<file path="config.mk">
export PLATFORM = sky130hd
export DESIGN_NAME = music_seq
export DESIGN_NICKNAME = d
export VERILOG_FILES = /design/src/rtl/music_pkg.sv /design/src/rtl/song_rom.sv /design/src/rtl/music_seq.sv
export SDC_FILE = /design/constraint.sdc
export NUM_CORES = 1
export LEC_CHECK = 0
export CORE_MARGIN = 5
export CORE_UTILIZATION = 30
export CTS_BUF_LIST = sky130_fd_sc_hd__clkbuf_4
export CTS_CLUSTER_SIZE = 14
export DETAILED_ROUTE_END_ITERATION = 6
export PLACE_DENSITY = 0.54
export SETUP_SLACK_MARGIN = 0.1
export SYNTH_ARGS = -nofsm -noshare
export SYNTH_HDL_FRONTEND = slang
export SYNTH_SLANG_ARGS = --single-unit
</file>
<file path="constraint.sdc">
create_clock -name clk -period 5 [get_ports clk]
set_input_delay 0.75 -clock clk [delete_from_list [all_inputs] [get_ports clk]]
set_output_delay 0.75 -clock clk [all_outputs]
set_load 0.05 [all_outputs]
</file>
<file path="src/rtl/music_pkg.sv">
// Shared definitions for the music box sequencer: pitch codes, the 50 MHz
// half-period table, sequencer state encoding and the song end marker.
package music_pkg;

    localparam logic [3:0] REST = 4'd0;
    localparam logic [3:0] C4   = 4'd1;
    localparam logic [3:0] CS4  = 4'd2;
    localparam logic [3:0] D4   = 4'd3;
    localparam logic [3:0] DS4  = 4'd4;
    localparam logic [3:0] E4   = 4'd5;
    localparam logic [3:0] F4   = 4'd6;
    localparam logic [3:0] FS4  = 4'd7;
    localparam logic [3:0] G4   = 4'd8;
    localparam logic [3:0] GS4  = 4'd9;
    localparam logic [3:0] A4   = 4'd10;
    localparam logic [3:0] AS4  = 4'd11;
    localparam logic [3:0] B4   = 4'd12;
    localparam logic [3:0] C5   = 4'd13;
    localparam logic [3:0] D5   = 4'd14;
    localparam logic [3:0] E5   = 4'd15;

    localparam logic [7:0] END_MARK = 8'h00;

    typedef enum logic [2:0] {
        S_IDLE,
        S_LOAD,
        S_WAIT,
        S_PLAY,
        S_GAP,
        S_PAUSED,
        S_DONE
    } state_t;

    // Clock cycles per half period, round(50e6 / (2 * f)).
    function automatic logic [16:0] pitch_half(input logic [3:0] p);
        case (p)
            C4:      return 17'd95556;
            CS4:     return 17'd90193;
            D4:      return 17'd85131;
            DS4:     return 17'd80353;
            E4:      return 17'd75843;
            F4:      return 17'd71586;
            FS4:     return 17'd67569;
            G4:      return 17'd63776;
            GS4:     return 17'd60197;
            A4:      return 17'd56818;
            AS4:     return 17'd53629;
            B4:      return 17'd50619;
            C5:      return 17'd47778;
            D5:      return 17'd42566;
            E5:      return 17'd37922;
            default: return 17'd0;
        endcase
    endfunction

endpackage

</file>
<file path="src/rtl/song_rom.sv">
// Song storage: one 8-bit word {pitch, beats} per address, registered read.
module song_rom
    import music_pkg::*;
#(
    parameter int ADDR_W = 6
) (
    input  logic              clk,
    input  logic [ADDR_W-1:0] addr,
    output logic [7:0]        data
);

    logic [7:0] word;

    always_comb begin
        case (int'(addr))
            0:       word = {A4, 4'd2};
            1:       word = {REST, 4'd3};
            2:       word = {C5, 4'd1};
            3:       word = {E4, 4'd4};
            default: word = END_MARK;
        endcase
    end

    always_ff @(posedge clk) begin
        data <= word;
    end

endmodule

</file>
<file path="src/rtl/music_seq.sv">
// Note sequencer and tone generator: walks the song ROM one note at a time,
// counting beats from the beat divider and squaring the buzzer at the note pitch.
module music_seq
    import music_pkg::*;
#(
    parameter int CLK_HZ = 50_000_000,
    parameter int ADDR_W = 6,
    parameter bit LOOP   = 1'b0,
    parameter bit GAP_EN = 1'b1
) (
    input  logic              clk,
    input  logic              rst,
    input  logic              beat_in,
    input  logic              start,
    input  logic              pause,
    input  logic              stop,
    output logic              buzzer,
    output logic              playing,
    output logic              song_done,
    output logic [ADDR_W-1:0] note_addr,
    output logic [3:0]        pitch
);

    // The half-period table only holds at 50 MHz; stay silent rather than off-key.
    localparam bit CLK_OK = (CLK_HZ == 50_000_000);
    localparam logic [ADDR_W-1:0] LAST_ADDR = '1;

    state_t            state_reg, saved_reg;
    logic [ADDR_W-1:0] addr_reg;
    logic [3:0]        pitch_reg, dur_cnt_reg;
    logic              playing_reg, done_reg;
    logic [7:0]        rom_data;
    logic              sync1_reg, sync2_reg, sync3_reg, tick_reg;
    logic [16:0]       tone_cnt_reg, half_per;
    logic              tone_reg, tone_en, pausable;

    song_rom #(.ADDR_W(ADDR_W)) u_rom (
        .clk  (clk),
        .addr (addr_reg),
        .data (rom_data)
    );

    always_ff @(posedge clk) begin
        if (rst) begin
            sync1_reg <= 1'b0;
            sync2_reg <= 1'b0;
            sync3_reg <= 1'b0;
            tick_reg  <= 1'b0;
        end else begin
            sync1_reg <= beat_in;
            sync2_reg <= sync1_reg;
            sync3_reg <= sync2_reg;
            tick_reg  <= sync2_reg & ~sync3_reg;
        end
    end

    assign pausable = state_reg inside {S_LOAD, S_WAIT, S_PLAY, S_GAP};

    always_ff @(posedge clk) begin
        if (rst) begin
            state_reg   <= S_IDLE;
            saved_reg   <= S_IDLE;
            addr_reg    <= '0;
            pitch_reg   <= REST;
            dur_cnt_reg <= 4'd0;
            playing_reg <= 1'b0;
            done_reg    <= 1'b0;
        end else begin
            done_reg <= 1'b0;
            if (stop) begin
                state_reg   <= S_IDLE;
                addr_reg    <= '0;
                pitch_reg   <= REST;
                dur_cnt_reg <= 4'd0;
                playing_reg <= 1'b0;
            end else if (pause && pausable) begin
                saved_reg   <= state_reg;
                state_reg   <= S_PAUSED;
                playing_reg <= 1'b0;
            end else if (pause && state_reg == S_PAUSED) begin
                state_reg   <= saved_reg;
                playing_reg <= (saved_reg != S_WAIT);
            end else begin
                case (state_reg)
                    S_IDLE: if (start) begin
                        addr_reg    <= '0;
                        state_reg   <= S_LOAD;
                        playing_reg <= 1'b1;
                    end
                    S_LOAD: begin
                        state_reg   <= S_WAIT;
                        playing_reg <= 1'b0;
                    end
                    S_WAIT: if (rom_data == END_MARK) begin
                        state_reg <= S_DONE;
                        done_reg  <= 1'b1;
                    end else begin
                        pitch_reg   <= rom_data[7:4];
                        dur_cnt_reg <= rom_data[3:0];
                        state_reg   <= S_PLAY;
                        playing_reg <= 1'b1;
                    end
                    // Reaching a count of 2 in PLAY already implies the note was 2+ beats long.
                    S_PLAY, S_GAP: if (tick_reg) begin
                        if (state_reg == S_PLAY && GAP_EN && dur_cnt_reg == 4'd2) begin
                            dur_cnt_reg <= 4'd1;
                            state_reg   <= S_GAP;
                        end else if (dur_cnt_reg <= 4'd1) begin
                            dur_cnt_reg <= 4'd0;
                            addr_reg    <= addr_reg + 1'b1;
                            if (addr_reg == LAST_ADDR) begin
                                state_reg   <= S_DONE;
                                done_reg    <= 1'b1;
                                playing_reg <= 1'b0;
                            end else begin
                                state_reg   <= S_LOAD;
                                playing_reg <= 1'b1;
                            end
                        end else begin
                            dur_cnt_reg <= dur_cnt_reg - 4'd1;
                        end
                    end
                    S_DONE: if (LOOP) begin
                        addr_reg    <= '0;
                        state_reg   <= S_LOAD;
                        playing_reg <= 1'b1;
                    end else begin
                        state_reg <= S_IDLE;
                    end
                    default: ;
                endcase
            end
        end
    end

    assign half_per = pitch_half(pitch_reg);
    assign tone_en  = CLK_OK && (state_reg == S_PLAY) && (pitch_reg != REST);

    // Any cycle outside an audible PLAY rewinds the phase, so every note starts low.
    always_ff @(posedge clk) begin
        if (rst || !tone_en) begin
            tone_cnt_reg <= 17'd0;
            tone_reg     <= 1'b0;
        end else if (tone_cnt_reg == half_per - 17'd1) begin
            tone_cnt_reg <= 17'd0;
            tone_reg     <= ~tone_reg;
        end else begin
            tone_cnt_reg <= tone_cnt_reg + 17'd1;
        end
    end

    assign buzzer    = tone_reg & tone_en;
    assign playing   = playing_reg;
    assign song_done = done_reg;
    assign note_addr = addr_reg;
    assign pitch     = pitch_reg;

endmodule

</file>
Word level (Yosys, flattened, before mapping)
Memories as Yosys holds them, arrays and structs flattened. A register that Yosys moved wholly into a read port is not among the register bits.
Cells that the tools add are included.
- add/subtract/negate cells: 4
- magnitude comparators: 1
- equal/unequal tests: 27
- multiplexer cells: 36
- bitwise logic cells: 8
- reduce and logical (&&, ||, !) cells: 28
- operators by type and width (cell ; number):
    $pmux W8 S4 ; 1
    $mux W3 ; 8
    $mux W4 ; 6
    $mux W6 ; 4
    $add A17 B1 Y17 const B ; 1
    $eq A17 B17 Y1 ; 1
    $sub A17 B1 Y17 const B ; 1
    $ne A3 B3 Y1 const B ; 5
    $pmux W3 S5 ; 1
    $eq A6 B2 Y1 const B ; 2
    $mux W1 ; 12
    $ne A4 B4 Y1 const B ; 3
    $pmux W6 S2 ; 1
    $reduce_and A4 Y1 ; 3
    $ne A2 B2 Y1 const B ; 5
    $eq A3 B3 Y1 const B ; 3
    $logic_not A8 Y1 ; 1
    $pmux W4 S2 ; 1
    $reduce_bool A4 Y1 ; 2
    $reduce_and A7 Y1 ; 1
    $reduce_bool A7 Y1 ; 1
    $add A6 B1 Y6 const B ; 1
    $eq A3 B2 Y1 const B ; 2
    $eq A6 B1 Y1 const B ; 1
    other kinds (25) ; 37
- register bits: 52
- ROM bits: 272
- input bits: 6
- output and inout bits: 13
- logic and storage cells: 120
- memories kept: 1
- memories (name ; depth ; width ; read ports ; clocked after Yosys merged registers in ; write ports ; line ; RTL):
    (no name shown) ; 16 ; 17 ; 1 ; 1 ; 0 ; music_pkg.sv:36 ; case (p)

Depth between registers and ports, before layout
- depth in word-level cells: 8
- depth in mapped cells: 10
- depth with buffers taken out: 8

Cells and area by module
A second synthesis with hierarchy kept.
- cell total of the unflattened synthesis: 461
- area, all modules: 3797.4 µm²
- by module, submodules not included (module ; instances ; cells each ; area an instance (µm²) ; sequential area each (µm²)):
    music_seq ; 1 ; 443 ; 3598.5 ; 1221.2
    song_rom ; 1 ; 18 ; 198.9 ; 120.1

Least setup slack after synthesis
OpenSTA, ideal clock, no wires.
- path kind: input-to-reg
- start point: in pause
- end point: reg half_per[8] (netlist name)
- setup time: 127 ps
- arrival time: 2485 ps
- data required time: 4873 ps
- slack: 2387 ps
- stages on the path: 8
- buffers on the path: 1
- path through: a2111oi_2 -> mux2i_1 -> nand2b_1 -> clkbuf_1 -> inv_1 -> ha_1 -> nand2b_1 -> nor2b_1
- cells in the longest elaborated chain, start to end: 5
- elaborated cells on any way between the ends: 7
- classes of those cells: mux: 2; bitwise: 2; reduce/logical: 3
- RTL lines (what ; line ; RTL):
    start, declared ; music_seq.sv:15 ; input logic pause,
    $logic_and A1 B1 Y1 (on tied branches) ; music_seq.sv:80, music_seq.sv:76 ;
    $not A1 Y1 (no source line) ; - ;
    $reduce_and A4 Y1 (no source line) (*) ; - ;
    $mux W4 (no source line) (*) (2 in a row) ; - ;
Every way passes the cells marked *; elsewhere a longest branch is shown, timed or not.
A chain may end at the register's enable or synchronous reset.

Final worst setup path
- start point: reg state_reg[1]
- end point: out buzzer
- cells in the longest elaborated chain, start to end: 3
- RTL lines (what ; line ; RTL):
    start, declared ; music_seq.sv:28 ; state_t state_reg, saved_reg;
    start signal, assigned ; music_seq.sv:81 ; state_reg <= saved_reg;
    $eq A3 B2 Y1 ; music_seq.sv:137 ; assign tone_en = CLK_OK && (state_reg == S_PLAY) && (pitch_reg != REST);
    $logic_and A1 B1 Y1 ; music_seq.sv:137 ;
    $and A1 B1 Y1 ; music_seq.sv:152 ; assign buzzer = tone_reg & tone_en;
    end, declared ; music_seq.sv:17 ; output logic buzzer,
Every way passes these cells.

==> impl_metrics.env <==
export IMPL_setup_viol=0
export IMPL_die_width_um=121
export IMPL_yosysWarnings=0
export IMPL_cp_required_ns=4.25
export IMPL_cts_root_buffer="clkbuf_4"
export IMPL_ys_ff_latch=65
export IMPL_syn_nets=456
export IMPL_reg2reg_to="tone_cnt_reg[1]"
export IMPL_numCtsBuffers=9
export IMPL_postCtsHoldBufs=0
export IMPL_rsz0062_at_grt="false"
export IMPL_maxSlewViolCount=0
export IMPL_grt_pass1_vias=2863
export IMPL_synth_edff_count=0
export IMPL_synth_cell_types=67
export IMPL_hp_start="sync3_reg"
export IMPL_power_density_nw_per_um2=234
export IMPL_worstReg2RegStart="half_per[0]"
export IMPL_h_tree_depth=3
export IMPL_power_switching_share_pct=25.8
export IMPL_fin_tns_setup_ns=0
export IMPL_seq_area_frac_synth_pct=35.3
export IMPL_ant_nets=0
export IMPL_grt_usage_pct=11.7
export IMPL_path_max_fanout=18
export IMPL_power_frac_comb_pct=9.0
export IMPL_grt_max_degree=20
export IMPL_clockPowerShare_pct=35.3
export IMPL_nNetsFinal=467
export IMPL_routabilityCongestion=0.826
export IMPL_pre_cts_slack_ns=1.60
export IMPL_cts_sinks=65
export IMPL_netSwitchingPower_uw=250
export IMPL_die_y_um=121
export IMPL_p_leak_nw=1.53
export IMPL_fin_crit_sh_pct=65.9
export IMPL_outcome="complete, no violations"
export IMPL_clock_fmax_ghz=0.304
export IMPL_cp_end_kind="output port"
export IMPL_clockBufferDepth=2
export IMPL_relSlewSlack_pct=36.7
export IMPL_maxCapViolations=0
export IMPL_die_area_um2=14600
export IMPL_path_clk_slew_ns=0.11
export IMPL_syn_inst=436
export IMPL_ys_flop_type="dfxtp_1"
export IMPL_rows=40
export IMPL_hold_end="tick_reg"
export IMPL_crit_type="flip-flop to output port"
export IMPL_post_cts_buffers=0
export IMPL_hpwl_mm=6.10
export IMPL_antenna_found_initial=0
export IMPL_syn_avg_cell_area_um2=8.47
export IMPL_drc=0
export IMPL_p_seq_share_pct=55.7
export IMPL_syn2layout_area_growth_pct=12.1
export IMPL_tritoncts="built"
export IMPL_drt_total_wl_mm=8.41
export IMPL_p_int_uw=718
export IMPL_largest_reg_flops=17
export IMPL_worstHoldPathType="flip-flop to flip-flop"
export IMPL_syn_cell_area_um2=3690
export IMPL_worstPathArrival_ns=2.54
export IMPL_holdPathStages=1
export IMPL_async_reset_ff_share_pct=0
export IMPL_grt_pass1_wl_mm=13.9
export IMPL_core_area_um2=12100
export IMPL_clk_latency_ns=0.40
export IMPL_vias=3061
export IMPL_initial_core_util_pct=30.6
export IMPL_grt_ovfl_total=0
export IMPL_antenna_cells=0
export IMPL_drt_initial_drc_count=124
export IMPL_fin_skew_ns=0.0164
export IMPL_fin_crit_ns=3.29
export IMPL_reg2reg_setup_slack_ns=2.02
export IMPL_drive_above_1_share_pct=5.53
export IMPL_ir_drop_uv=159
export IMPL_ios=19
export IMPL_r2r_cells=8
export IMPL_wl_per_cell_um=13.6
export IMPL_via_per_inst=4.94
export IMPL_final_hold_violation_count=0
export IMPL_io_buffers=18
export IMPL_postCtsResizedCells=0
export IMPL_drt_pass1_iterations=4
export IMPL_cp_start_kind="flip-flop"
export IMPL_setup_ws_ns=1.71
export IMPL_tightest_slew_ns=0.945
-- area by class of cell --
class / count / area, um2
clock buffers: 10 / 75.1
flip-flops and latches: 65 / 1300
clock inverters: 6 / 58.8
well taps: 168 / 210
inverters: 20 / 75.1
multi-input cells: 331 / 2220
repair buffers: 20 / 195
fillers: 1277 / 7920
-- layer usage --
metal	up-vias	part of all wire (%)	track usage, %	wire length (um)
met2	40	48	19.6	4000
met4	0	1.3	3.75	108
li1	1588	-	-	-
met5	-	0	0	0
met3	10	2.9	3.31	244
met1	1423	48	14.5	4050
-- power groups by stage --
stage / sequential, mW / clock [mW] / combinational, mW
2_1_floorplan: 0.548 / 0 / 0.0647
3_3_place_gp: 0.551 / 0 / 0.0865
3_5_place_dp: 0.551 / 0 / 0.0869
4_1_cts: 0.539 / 0.359 / 0.0874
5_1_grt: 0.541 / 0.380 / 0.0963
6_report: 0.539 / 0.342 / 0.0876
-- cell families after synthesis --
kind of cell / after synthesis / synth area share (%)
simple gates: 183 / 26.8
xor+xnor: 39 / 9.25
buf+inv: 40 / 4.51
mux: 10 / 2.78
compound gates: 85 / 16.6
flops: 65 / 35.3
fa+ha+maj: 14 / 4.75
-- layout by cell type, fill, tap and decap left out, types with 4 or more instances in the layout --
cell / instances
nand2b_1: 8
nor3_1: 32
and3b_1: 4
nor2_1: 34
a21oi_1: 16
clkbuf_4: 10
o211ai_1: 5
o31ai_1: 4
inv_1: 20
nor3b_1: 4
clkdlybuf4s50_1: 18
xnor2_1: 25
nor4_1: 7
xor2_1: 14
nand2_1: 27
o21a_1: 8
mux2i_1: 8
nor2b_1: 13
o21ai_0: 13
ha_1: 14
dfxtp_1: 65
nand3_1: 16
or3_1: 5
and3_1: 5
nand4_1: 12
-- synth_stat cells (all sizes together) (3+ instances only) --
| library cell | number | area (um2) |
|---|---|---|
| clkbuf | 14 | 53.8 |
| buf | 6 | 37.5 |
| inv | 20 | 75.1 |
| a21boi | 3 | 22.5 |
| nor4b | 3 | 41.3 |
| a21oi | 16 | 80.1 |
| o211ai | 5 | 37.5 |
| a21o | 3 | 22.5 |
| dfxtp | 65 | 1300 |
| nor3b | 4 | 30.0 |
| a211oi | 3 | 22.5 |
| o21bai | 3 | 22.5 |
| nor2 | 34 | 128 |
| nand4 | 12 | 75.1 |
| nor2b | 13 | 81.3 |
| xnor2 | 25 | 219 |
| xor2 | 14 | 123 |
| and3b | 4 | 35.0 |
| nor3 | 32 | 160 |
| nor4 | 7 | 43.8 |
| o31ai | 4 | 30.0 |
| o21ai | 13 | 65.1 |
| and3 | 5 | 31.3 |
| and2 | 3 | 18.8 |
| o21a | 8 | 60.1 |
| nand3 | 16 | 80.1 |
| nand2b | 8 | 50.1 |
| mux2i | 8 | 80.1 |
| nand2 | 27 | 101 |
| or3 | 5 | 31.3 |
| ha | 14 | 175 |
-- worst max path at each step --
stage / startpoint / to
after CTS: state_reg[0] / buzzer
final: state_reg[1] / buzzer
after floorplan: pause / half_per[8]
after global placement: pause / half_per[8]
after detailed placement: pause / half_per[8]
after global routing: state_reg[1] / buzzer
-- worst max-delay path: stages (launching register included) --
cell and delay, ns:
dfxtp_1 0.68, and3b_1 0.43, nand2_1 0.09, nor2_1 0.12
clkdlybuf4s50_1 0.82
-- stage by stage --
| step | util (%) | instances | hold WS, ns | power [mW] | area (um2) |
|---|---|---|---|---|---|
| after floorplan | - | 436 | 0.367 | 0.613 | 3690 |
| after global placement | 33.2 | 604 | 0.375 | 0.637 | 4010 |
| after detailed placement | 33.2 | 604 | 0.383 | 0.638 | 4010 |
| after CTS | 34.3 | 620 | 0.401 | 0.985 | 4140 |
| after global routing | 34.3 | 620 | 0.411 | 1.02 | 4140 |
| final | 34.3 | 620 | 0.395 | 0.968 | 4140 |
(Power assumes the default switching activity.)
